`src/rtl/alu_arbiter_pkg.sv`:
```
// Shared types and constants for the ALU arbiter slice: operand/opcode widths,
// the ALU request bundle, RV32I funct3 encodings and the result-slot states.
package alu_arbiter_pkg;

    localparam int NB_WORD   = 32;
    localparam int NB_FUNCT3 = 3;

    typedef enum logic [NB_FUNCT3-1:0] {
        F3_ADD_SUB = 3'b000,
        F3_SLL     = 3'b001,
        F3_SLT     = 3'b010,
        F3_SLTU    = 3'b011,
        F3_XOR     = 3'b100,
        F3_SRL_SRA = 3'b101,
        F3_OR      = 3'b110,
        F3_AND     = 3'b111
    } funct3_e;

    // One ALU operation as presented by a requester.
    typedef struct packed {
        logic [NB_WORD-1:0]   rs1;
        logic [NB_WORD-1:0]   rs2;
        logic [NB_FUNCT3-1:0] funct3;
        logic                 arith_logic;
    } alu_req_t;

    typedef enum logic {
        SLOT_EMPTY = 1'b0,
        SLOT_FULL  = 1'b1
    } slot_state_e;

    // Requester ID width: clog2 of the requester count, never below one bit.
    function automatic int id_width(input int n);
        return (n > 2) ? $clog2(n) : 1;
    endfunction

endpackage

```
`src/rtl/alu_arbiter_if.sv`:
```
// Requester and response bus of the ALU arbiter. The master side is the set of
// requesters plus the result consumer; the slave side is the arbiter itself.
interface alu_arbiter_if #(
    parameter int N_REQ = 2
);
    import alu_arbiter_pkg::*;

    localparam int NB_ID = id_width(N_REQ);

    logic [N_REQ-1:0]           i_req_valid;
    logic [N_REQ-1:0]           o_req_ready;
    logic [N_REQ*NB_WORD-1:0]   i_req_rs1;
    logic [N_REQ*NB_WORD-1:0]   i_req_rs2;
    logic [N_REQ*NB_FUNCT3-1:0] i_req_op;
    logic [N_REQ-1:0]           i_req_arith;
    logic                       o_rsp_valid;
    logic                       i_rsp_ready;
    logic [NB_ID-1:0]           o_rsp_id;
    logic [NB_WORD-1:0]         o_rsp_result;

    modport master (
        output i_req_valid, i_req_rs1, i_req_rs2, i_req_op, i_req_arith, i_rsp_ready,
        input  o_req_ready, o_rsp_valid, o_rsp_id, o_rsp_result
    );

    modport slave (
        input  i_req_valid, i_req_rs1, i_req_rs2, i_req_op, i_req_arith, i_rsp_ready,
        output o_req_ready, o_rsp_valid, o_rsp_id, o_rsp_result
    );

endinterface

```
`src/rtl/alu_arbiter_alu.sv`:
```
// RV32I integer ALU: add/sub, shifts, set-less-than and bitwise logic.
// Shift amount is rs2[4:0]; arithmetic wraps, no flags.
module alu
    import alu_arbiter_pkg::*;
(
    input  alu_req_t           i_req,
    output logic [NB_WORD-1:0] o_result
);

    logic [4:0]                shamt;
    logic signed [NB_WORD-1:0] sra_res;
    logic                      slt_res;
    logic                      sltu_res;

    // Signed operations kept in their own expressions so the signedness of the
    // surrounding mux cannot turn SRA into a logical shift.
    assign shamt    = i_req.rs2[4:0];
    assign sra_res  = $signed(i_req.rs1) >>> shamt;
    assign slt_res  = $signed(i_req.rs1) < $signed(i_req.rs2);
    assign sltu_res = i_req.rs1 < i_req.rs2;

    // Operation select on funct3, arith_logic picks SUB / SRA.
    always_comb begin
        o_result = '0;
        case (funct3_e'(i_req.funct3))
            F3_ADD_SUB: o_result = i_req.arith_logic ? (i_req.rs1 - i_req.rs2)
                                                     : (i_req.rs1 + i_req.rs2);
            F3_SLL:     o_result = i_req.rs1 << shamt;
            F3_SLT:     o_result = {{(NB_WORD-1){1'b0}}, slt_res};
            F3_SLTU:    o_result = {{(NB_WORD-1){1'b0}}, sltu_res};
            F3_XOR:     o_result = i_req.rs1 ^ i_req.rs2;
            F3_SRL_SRA: o_result = i_req.arith_logic ? $unsigned(sra_res)
                                                     : (i_req.rs1 >> shamt);
            F3_OR:      o_result = i_req.rs1 | i_req.rs2;
            F3_AND:     o_result = i_req.rs1 & i_req.rs2;
            default:    o_result = '0;
        endcase
    end

endmodule

```
`src/rtl/alu_arbiter_rr.sv`:
```
// Combinational round-robin picker: the first asserted request found when
// scanning from i_ptr upwards, wrapping modulo N_REQ.
module rr_arbiter #(
    parameter int N_REQ = 2,
    parameter int NB_ID = 1
) (
    input  logic [N_REQ-1:0] i_req,
    input  logic [NB_ID-1:0] i_ptr,
    output logic [N_REQ-1:0] o_grant,
    output logic [NB_ID-1:0] o_grant_idx,
    output logic             o_any
);

    // Scan from farthest to nearest offset so the one nearest i_ptr wins.
    always_comb begin
        o_grant_idx = '0;
        o_any       = 1'b0;
        for (int off = N_REQ - 1; off >= 0; off--) begin
            if (i_req[NB_ID'((int'(i_ptr) + off) % N_REQ)]) begin
                o_grant_idx = NB_ID'((int'(i_ptr) + off) % N_REQ);
                o_any       = 1'b1;
            end
        end
    end

    for (genvar gi = 0; gi < N_REQ; gi++) begin : g_grant
        assign o_grant[gi] = o_any && (o_grant_idx == NB_ID'(gi));
    end

endmodule

```
`src/rtl/alu_arbiter.sv`:
```
// Shares one ALU between N_REQ requesters. One operation is granted per cycle
// in round-robin order; its result lands in a one-entry registered slot that
// drains under valid/ready backpressure and can refill on the same edge.
module alu_arbiter
    import alu_arbiter_pkg::*;
#(
    parameter int N_REQ = 2
) (
    input  logic         i_clk,
    input  logic         i_rst_n,
    alu_arbiter_if.slave bus
);

    localparam int NB_ID = id_width(N_REQ);

    alu_req_t           req_arr [N_REQ];
    alu_req_t           alu_in;
    logic [NB_WORD-1:0] alu_result;
    logic [N_REQ-1:0]   grant;
    logic [NB_ID-1:0]   grant_idx;
    logic               grant_any;
    logic               can_accept;
    logic               accept;

    slot_state_e        state_q, state_d;
    logic [NB_ID-1:0]   rr_ptr_q, rr_ptr_d;
    logic [NB_ID-1:0]   rsp_id_q, rsp_id_d;
    logic [NB_WORD-1:0] rsp_result_q, rsp_result_d;

    for (genvar gi = 0; gi < N_REQ; gi++) begin : g_unpack
        assign req_arr[gi] = '{
            rs1:         bus.i_req_rs1[gi*NB_WORD +: NB_WORD],
            rs2:         bus.i_req_rs2[gi*NB_WORD +: NB_WORD],
            funct3:      bus.i_req_op[gi*NB_FUNCT3 +: NB_FUNCT3],
            arith_logic: bus.i_req_arith[gi]
        };
    end

    rr_arbiter #(
        .N_REQ (N_REQ),
        .NB_ID (NB_ID)
    ) u_rr_arbiter (
        .i_req       (bus.i_req_valid),
        .i_ptr       (rr_ptr_q),
        .o_grant     (grant),
        .o_grant_idx (grant_idx),
        .o_any       (grant_any)
    );

    assign alu_in = req_arr[grant_idx];

    alu u_alu (
        .i_req    (alu_in),
        .o_result (alu_result)
    );

    // The slot can take a new result when empty or when it drains this cycle;
    // nothing is offered while reset is held.
    assign can_accept      = (state_q == SLOT_EMPTY) || bus.i_rsp_ready;
    assign accept          = i_rst_n && can_accept && grant_any;
    assign bus.o_req_ready = (i_rst_n && can_accept) ? grant : '0;

    assign bus.o_rsp_valid  = (state_q == SLOT_FULL);
    assign bus.o_rsp_id     = rsp_id_q;
    assign bus.o_rsp_result = rsp_result_q;

    // Slot FSM next state, result capture and round-robin pointer advance.
    always_comb begin
        state_d      = state_q;
        rr_ptr_d     = rr_ptr_q;
        rsp_id_d     = rsp_id_q;
        rsp_result_d = rsp_result_q;
        case (state_q)
            SLOT_EMPTY: if (accept) state_d = SLOT_FULL;
            SLOT_FULL:  if (bus.i_rsp_ready && !accept) state_d = SLOT_EMPTY;
            default:    state_d = SLOT_EMPTY;
        endcase
        if (accept) begin
            rsp_id_d     = grant_idx;
            rsp_result_d = alu_result;
            rr_ptr_d     = (grant_idx == NB_ID'(N_REQ - 1)) ? '0 : grant_idx + NB_ID'(1);
        end
    end

    // State registers with synchronous active-low reset.
    always_ff @(posedge i_clk) begin
        if (!i_rst_n) begin
            state_q      <= SLOT_EMPTY;
            rr_ptr_q     <= '0;
            rsp_id_q     <= '0;
            rsp_result_q <= '0;
        end else begin
            state_q      <= state_d;
            rr_ptr_q     <= rr_ptr_d;
            rsp_id_q     <= rsp_id_d;
            rsp_result_q <= rsp_result_d;
        end
    end

endmodule
```
`src/flat_wrapper.sv`:
```
// flat-port wrapper written by rule: the top's interface ports become plain ports
module alu_arbiter_flat import alu_arbiter_pkg::*;
#(
    parameter int N_REQ = 2
)
  (i_clk, i_rst_n, bus_i_req_valid, bus_i_req_rs1, bus_i_req_rs2, bus_i_req_op, bus_i_req_arith, bus_i_rsp_ready, bus_o_req_ready, bus_o_rsp_valid, bus_o_rsp_id, bus_o_rsp_result);
  alu_arbiter_if #(.N_REQ(N_REQ)) bus_i ();
  input  logic i_clk;
  input  logic i_rst_n;
  input wire logic [$bits(bus_i.i_req_valid)-1:0] bus_i_req_valid;
  input wire logic [$bits(bus_i.i_req_rs1)-1:0] bus_i_req_rs1;
  input wire logic [$bits(bus_i.i_req_rs2)-1:0] bus_i_req_rs2;
  input wire logic [$bits(bus_i.i_req_op)-1:0] bus_i_req_op;
  input wire logic [$bits(bus_i.i_req_arith)-1:0] bus_i_req_arith;
  input wire logic [$bits(bus_i.i_rsp_ready)-1:0] bus_i_rsp_ready;
  output wire logic [$bits(bus_i.o_req_ready)-1:0] bus_o_req_ready;
  output wire logic [$bits(bus_i.o_rsp_valid)-1:0] bus_o_rsp_valid;
  output wire logic [$bits(bus_i.o_rsp_id)-1:0] bus_o_rsp_id;
  output wire logic [$bits(bus_i.o_rsp_result)-1:0] bus_o_rsp_result;
  assign bus_i.i_req_valid = bus_i_req_valid;
  assign bus_i.i_req_rs1 = bus_i_req_rs1;
  assign bus_i.i_req_rs2 = bus_i_req_rs2;
  assign bus_i.i_req_op = bus_i_req_op;
  assign bus_i.i_req_arith = bus_i_req_arith;
  assign bus_i.i_rsp_ready = bus_i_rsp_ready;
  assign bus_o_req_ready = bus_i.o_req_ready;
  assign bus_o_rsp_valid = bus_i.o_rsp_valid;
  assign bus_o_rsp_id = bus_i.o_rsp_id;
  assign bus_o_rsp_result = bus_i.o_rsp_result;
  alu_arbiter #(.N_REQ(N_REQ)) u_core (.i_clk(i_clk), .i_rst_n(i_rst_n), .bus(bus_i));
endmodule
```
`config.mk`:
```
export PLATFORM = sky130hd
export DESIGN_NAME = alu_arbiter_flat
export DESIGN_NICKNAME = d
export VERILOG_FILES = /design/src/rtl/alu_arbiter_pkg.sv /design/src/rtl/alu_arbiter_if.sv /design/src/rtl/alu_arbiter_alu.sv /design/src/rtl/alu_arbiter_rr.sv /design/src/rtl/alu_arbiter.sv /design/src/flat_wrapper.sv
export SDC_FILE = /design/constraint.sdc
export NUM_CORES = 1
export LEC_CHECK = 0
export BUFFER_PORTS_ARGS = -buffer_cell sky130_fd_sc_hd__buf_2
export CAP_MARGIN = 20
export CELL_PAD_IN_SITES_DETAIL_PLACEMENT = 0
export CELL_PAD_IN_SITES_GLOBAL_PLACEMENT = 1
export CORE_MARGIN = 1
export CORE_UTILIZATION = 45
export CTS_BUF_LIST = sky130_fd_sc_hd__clkbuf_8
export DETAILED_ROUTE_END_ITERATION = 10
export GPL_ROUTABILITY_DRIVEN = 0
export PLACE_DENSITY = 0.9
export SYNTH_ARGS = -nofsm -noshare
export SYNTH_HDL_FRONTEND = slang
export SYNTH_SLANG_ARGS = --single-unit
```
`constraint.sdc`:
```
create_clock -name i_clk -period 8.65 [get_ports i_clk]
set_input_delay 1.73 -clock i_clk [delete_from_list [all_inputs] [get_ports i_clk]]
set_output_delay 1.73 -clock i_clk [all_outputs]
set_load 0.01 [all_outputs]
```
# ---- After elaboration in Yosys (flattened, before gate mapping)
# Index checks and enable logic that the tools add are counted.
dict set report totals {
  ff_bits 35
  output_inout_bits 36
  word_cells 56
}
dict set report op_classes {
  addsub 4
  magnitude_cmp 5
  n_eq_ne 7
  n_shift 3
  mux 19
  bitwise 6
  reduce_logical 8
}
# op n
set op_table {}
lappend op_table {{case mux 32 bit (8 select lines)} 1}
lappend op_table {{two-way mux 68 bit} 3}
lappend op_table {{< comparator 32 bit} 2}
lappend op_table {{two-way mux 32 bit} 2}
lappend op_table {{adder 32 bit} 1}
lappend op_table {{bitwise AND 32 bit} 1}
lappend op_table {{OR 32 bit} 1}
lappend op_table {{<< shifter 32 x 5 -> 32 bit} 1}
lappend op_table {{>> shifter 32 x 5 -> 32 bit} 1}
lappend op_table {{>>> shifter 32 x 5 -> 32 bit} 1}
lappend op_table {{subtractor 32 bit} 1}
lappend op_table {{bitwise XOR 32 bit} 1}
lappend op_table {{equality test 3 bit, second input constant} 4}
lappend op_table {{two-way mux 1 bit} 11}
lappend op_table {{equality test 3 x 2 -> 1 bit, second input constant} 2}
lappend op_table {{< comparator 1 x 3 -> 1 bit, second input constant} 2}
lappend op_table {{logical AND 1 bit} 5}
lappend op_table {{equality test 3 x 1 -> 1 bit, second input constant} 1}
lappend op_table {{logical NOT 3 bit} 1}
lappend op_table {{adder 1 bit, second input constant} 2}
lappend op_table {{greater-or-equal comparator 2 bit, second input constant} 1}
lappend op_table {{two-way mux 2 bit} 1}
lappend op_table {{inverter 1 bit} 2}
lappend op_table {{inverter 1 -> 2 bit} 1}
lappend op_table {{3 further kinds} 3}

# ---- Depth between registers and ports, before layout
dict set report depth {
  ltp_word 13
  mapped_depth 21
}

# ---- By module
# Synthesis repeated with hierarchy kept, for this count alone.
dict set report unflattened {
  cells_unflattened 1504
  hier_area_um2 10775.3
}
# module n_inst cells_each area_per_inst_um2
set modules_own_cells {}
lappend modules_own_cells {alu 1 1269 8491.9}
lappend modules_own_cells {alu_arbiter 1 231 2252.2}
lappend modules_own_cells {rr_arbiter 1 4 31.3}

# ---- Worst setup path after synthesis
# OpenSTA, ideal clock, no wires.
dict set report synth_timing {
  kind {input -> register}
  from {in bus_i_req_valid[0]}
  to {reg u_core.rsp_result_q[23] (netlist: u_core.bus.o_rsp_result[23])}
  t_arrival_ns 5.641
  required_ns 8.530
  setup_slack_ns 2.889
  path_stages 20
  path_buffers 7
  path_cell_list {buf_2 > and2_1 > buf_2 > buf_2 > buf_2 > clkbuf_1 > clkbuf_1 > nand2_1 > o21ai_0 > ha_1 > buf_6 > and3_1 > a211oi_2 > a211oi_2 > a2111oi_4 > nor3_1 > o21ai_1 > a21oi_1 > mux2_1 > a211o_1}
}
dict set report synth_between {
  elab_chain_cells 11
  word_cells_on_any_way 32
  cone_classes {add/sub (2); eq/ne (7); shift (3); mux (14); bitwise (4); reduce/logical (2)}
}
# element line_no
set synth_lines {}
lappend synth_lines {{start: declaration} flat_wrapper.sv:10} ;# input wire logic [$bits(bus_i.i_req_valid)-1:0] bus_i_req_valid;
lappend synth_lines {{two-way mux 1 bit (not written as such) (2 in series)} alu_arbiter_rr.sv:19} ;# if (i_req[NB_ID'((int'(i_ptr) + off) % N_REQ)]) begin
lappend synth_lines {{two-way mux 1 bit (2 in series)} alu_arbiter_rr.sv:19}
lappend synth_lines {{inverter 1 -> 2 bit (not written as such)} alu_arbiter.sv:50} ;# assign alu_in = req_arr[grant_idx];
lappend synth_lines {{two-way mux 68 bit (not written as such) (3 in series)} alu_arbiter.sv:50}
lappend synth_lines {{adder 32 bit (tied with other cells)} alu_arbiter_alu.sv:27} ;# : (i_req.rs1 + i_req.rs2);
lappend synth_lines {{two-way mux 32 bit, on equally long branches} {alu_arbiter_alu.sv:26, alu_arbiter_alu.sv:32}}
lappend synth_lines {{case mux 32 bit (8 select lines)} alu_arbiter_alu.sv:25} ;# case (funct3_e'(i_req.funct3))
lappend synth_lines {{end signal: assignment} alu_arbiter.sv:96} ;# rsp_result_q <= rsp_result_d;
lappend synth_lines {{end: declaration} alu_arbiter.sv:28} ;# logic [NB_WORD-1:0] rsp_result_q, rsp_result_d;
# Several ways; a longest one is shown, not always the timed one. The select of a mux whose other input is x is not followed.
# A chain may end at the register's enable or synchronous reset.

# ---- Worst setup path in the final report
dict set report layout_timing {
  from {in bus_i_req_valid[0]}
  to {reg u_core.rsp_result_q[31] (netlist: u_core.bus.o_rsp_result[31])}
}
# The elaborated chain is that of the path after synthesis.

==> impl_metrics.py <==
metrics = {
    "timing": {
        "whs_ns": 0.478,
        "period_share_pct": 72.7,
        "timing_hold_violations_final": 0,
        "worst-slew-pin-transition_ns": 1.22,
        "maxSlewViolCount": 0,
        "setup-violations-final": 0,
        "tns_ns": 0,
        "worst_slew_margin_rel_pct": 17.6,
        "maxClockFrequency_mhz": 159,
        "rsz_0062_raised_after_global_routing": "false",
        "fin_crit_ns": 6.29,
        "finalClockSkew_ns": 0.0138,
    },
    "critical_path": {
        "cp_common_cell": "nand4_1",
        "critical_path.startpoint_type": "input pin",
        "critical_path.top_delay_family": "compound AO/OA/AOI/OAI gates",
        "worstSetupEndpointType": "flop",
        "crit_slowest_cell": "buf_4",
        "criticalPathCategory": "in2reg",
        "crit_start": "bus_i_req_valid[0]",
        "timing.critical_path.required_ns": 8.82,
        "worst_path_largest_cell_delay_ns": 0.65,
        "rr_startpoint": "u_core.rr_ptr_q",
        "crit_arrival_ns": 6.46,
        "cp.buffers_inverters": 2,
        "worst-path-max-fanout": 67,
        "crit_chain": "buf_2 -> nand2_4 -> mux2i_4 -> buf_4 -> ha_1 -> nor2b_1 -> o31ai_1 -> nand4_1 -> a211oi_1 -> o21bai_1 -> a2111oi_2 -> o21ai_0 -> nand4_1 -> o211ai_1",
    },
    "synthesis": {
        "yosysSeqAreaShare_pct": 6.23,
        "syn-cell-area_mm2": 0.0112,
        "asyncSetResetFlopFracSynth_pct": 0,
        "synth-edff-count": 0,
        "number_of_distinct_library_cells_after_synthesis": 85,
        "synthesis.area_per_instance_um2": 6.28,
        "ys_ff_latch": 35,
        "syn_nets": 2032,
        "yosys_warnings": 0,
        "syn-instance-count": 1792,
        "yosys_most_used_dff": "dfxtp_1",
    },
    "power_and_ir_drop": {
        "comb_power_share_pct": 75.8,
        "switching_power_mw": 0.848,
        "peakVddDrop_mv": 0.0581,
        "power.internal_mw": 0.632,
        "powerDensity_mw_per_mm2": 121,
        "power.sequential.fraction_pct": 13.4,
        "p_leak_nw": 5.52,
        "power.clock.fraction_pct": 10.7,
        "netSwitchingFraction_pct": 57.3,
    },
    "drt": {
        "ant_nets": 0,
        "post_dr_wirelength_cell_um": 22.8,
        "remaining_drc_errors": 0,
        "avgViaCountPerCell": 6.81,
        "drt_pre_antenna_iters": 9,
        "initialDrtViolationCount": 2384,
        "via_total_after_detailed_routing": 14800,
        "wirelength_mm": 49.6,
    },
    "final_layout": {
        "multi_input_combinational_cell_area_mm2": 0.00947,
        "mostFrequentLayoutCells": "nand2_1, buf_2, a21oi_1, nor2_1, o21ai_0",
        "final_util_pct": 50.2,
        "synthToLayoutAreaGrowth_pct": 8.81,
        "layout_commonest_cell": "nand2_1",
        "post_route_cells_drive_above_1_share_pct": 13.2,
        "layout.area.seq_um2": 702,
        "number_of_fillers_in_the_final_layout": 2570,
        "final_area_mm2": 0.0122,
        "nets": 2088,
    },
    "grt": {
        "wire_length_of_the_first_global_routing_pass_mm": 74.8,
        "overflow": 0,
        "grt_usage_pct": 37.0,
        "first_global_vias": 12800,
        "maximum_number_of_pins_on_one_net_before_global_route_repair": 76,
        "initial_antenna_violation_count": 0,
    },
    "floorplanning": {
        "floorplan.io_pins": 177,
        "row_count": 57,
        "chip_height_um": 160,
        "core_mm2": 0.0244,
        "dieWidth_um": 160,
        "die_area_mm2": 0.0256,
        "start_util_pct": 46.1,
    },
    "clock_tree": {
        "cts-root-buf": "clkbuf_8",
        "tritoncts_num_sinks": 35,
        "clkTransAtPathRegs_ns": 0.08,
        "cts_inserted_buffers": 5,
        "cts-htree-levels": 2,
        "cts.repair.resized": 0,
        "cts-root-to-sink-buffers": 2,
        "cts_tree": "yes",
        "cts.hold.buffers_added": 0,
        "cts.repair_timing.setup_buffer_count": 0,
        "worst_skew_pair.late_latency_ns": 0.31,
    },
    "job": {
        "maxCapViolations": 0,
    },
    "placed_design": {
        "io_buffers": 175,
        "post-dp-hpwl_mm": 38.2,
        "postPlaceCellArea_mm2": 0.0121,
    },
    "min_path": {
        "min_from": "u_core.bus.o_rsp_id",
        "holdCritPathClass": "reg2reg",
    },
    "status": {
        "run_status": "complete, no violations",
    },
}
cell families after synthesis:
group           share of synthesized area (%)
compound gates                           39.0
simple gates                             27.0
buf+inv                                  10.2
fa+ha+maj                                11.1
mux                                      5.04
flops                                    6.23
xor+xnor                                 1.48
per-stage QoR:
| stage | total power [mW] | setup slack [ns] | instances |
|---|---|---|---|
| global placement | 1.25 | 2.28 | 2162 |
| detailed placement | 1.26 | 2.23 | 2162 |
| floorplan | 0.941 | 2.89 | 1792 |
| global route | 1.55 | 2.06 | 2173 |
| finish | 1.48 | 2.36 | 2174 |
| CTS | 1.42 | 2.52 | 2170 |
worst paths after layout:
kind                                                     to  slack (ns)  depth (start not counted)
worst min register to register          u_core.bus.o_rsp_id        0.48                          2
worst max-delay path            u_core.bus.o_rsp_result[31]        2.36                         14
worst max register to register  u_core.bus.o_rsp_result[31]        2.99                         13
worst min-delay path                    u_core.bus.o_rsp_id        0.48                          2
cell usage after synthesis (28+ instances only):
library cell / n / share of area (%)
o211ai_1: 78 / 5.2
a31oi_1: 47 / 2.6
a21oi_1: 139 / 6.2
a211oi_1: 54 / 3.6
o21ai_0: 120 / 5.3
ha_1: 97 / 11
nand3_1: 98 / 4.4
inv_1: 117 / 3.9
and4b_1: 28 / 2.5
buf_2: 59 / 2.6
clkbuf_1: 86 / 2.9
nand2_1: 247 / 8.2
mux2i_1: 51 / 4.5
o21ai_1: 48 / 2.1
dfxtp_1: 35 / 6.2
nor2_1: 138 / 4.6
worst reg2reg max path, delay by kind of cell (launching register included):
family	cells	cell delay, ns
buffers and inverters	1	0.65
AO/OA/AOI/OAI	6	2.19
adder cells (fa/ha/maj)	1	0.46
AND/OR/NAND/NOR	4	1.06
multiplexers	1	0.32
flip-flops	1	0.88
routing by layer:
| metal | wire length, um | part of all wire, % | track usage [%] | up-vias |
|---|---|---|---|---|
| met5 | 0 | 0 | 0 | - |
| met4 | 2830 | 5.7 | 15.3 | 0 |
| met3 | 6690 | 13 | 8.23 | 198 |
| met2 | 20600 | 42 | 55.6 | 1117 |
| met1 | 19500 | 39 | 50.5 | 6786 |
| li1 | - | - | - | 6702 |
power groups by stage:
stage	clock network, mW	registers [mW]	logic [mW]
2_1_floorplan	0	0.197	0.744
3_3_place_gp	0	0.200	1.05
3_5_place_dp	0	0.200	1.06
4_1_cts	0.157	0.197	1.07
5_1_grt	0.163	0.199	1.19
6_report	0.159	0.198	1.12
registers in the layout, indices dropped and copies added (netlist names):
| register | flops |
|---|---|
| u_core.bus.o_rsp_id | 1 |
| u_core.bus.o_rsp_result | 32 |
| u_core.bus.o_rsp_valid | 1 |
| u_core.rr_ptr_q | 1 |
layout make-up:
cell class                      instances  area share, %
Sequential cell                        35           5.73
Multi-Input combinational cell       1480           77.3
Antenna cell                            1         0.0204
Inverter                              122           3.74
Tap cell                              324           3.31
Clock inverter                          3          0.358
Timing Repair Buffer                  204           8.93
Clock buffer                            5          0.562
Power figures use the tool's default switching activity.
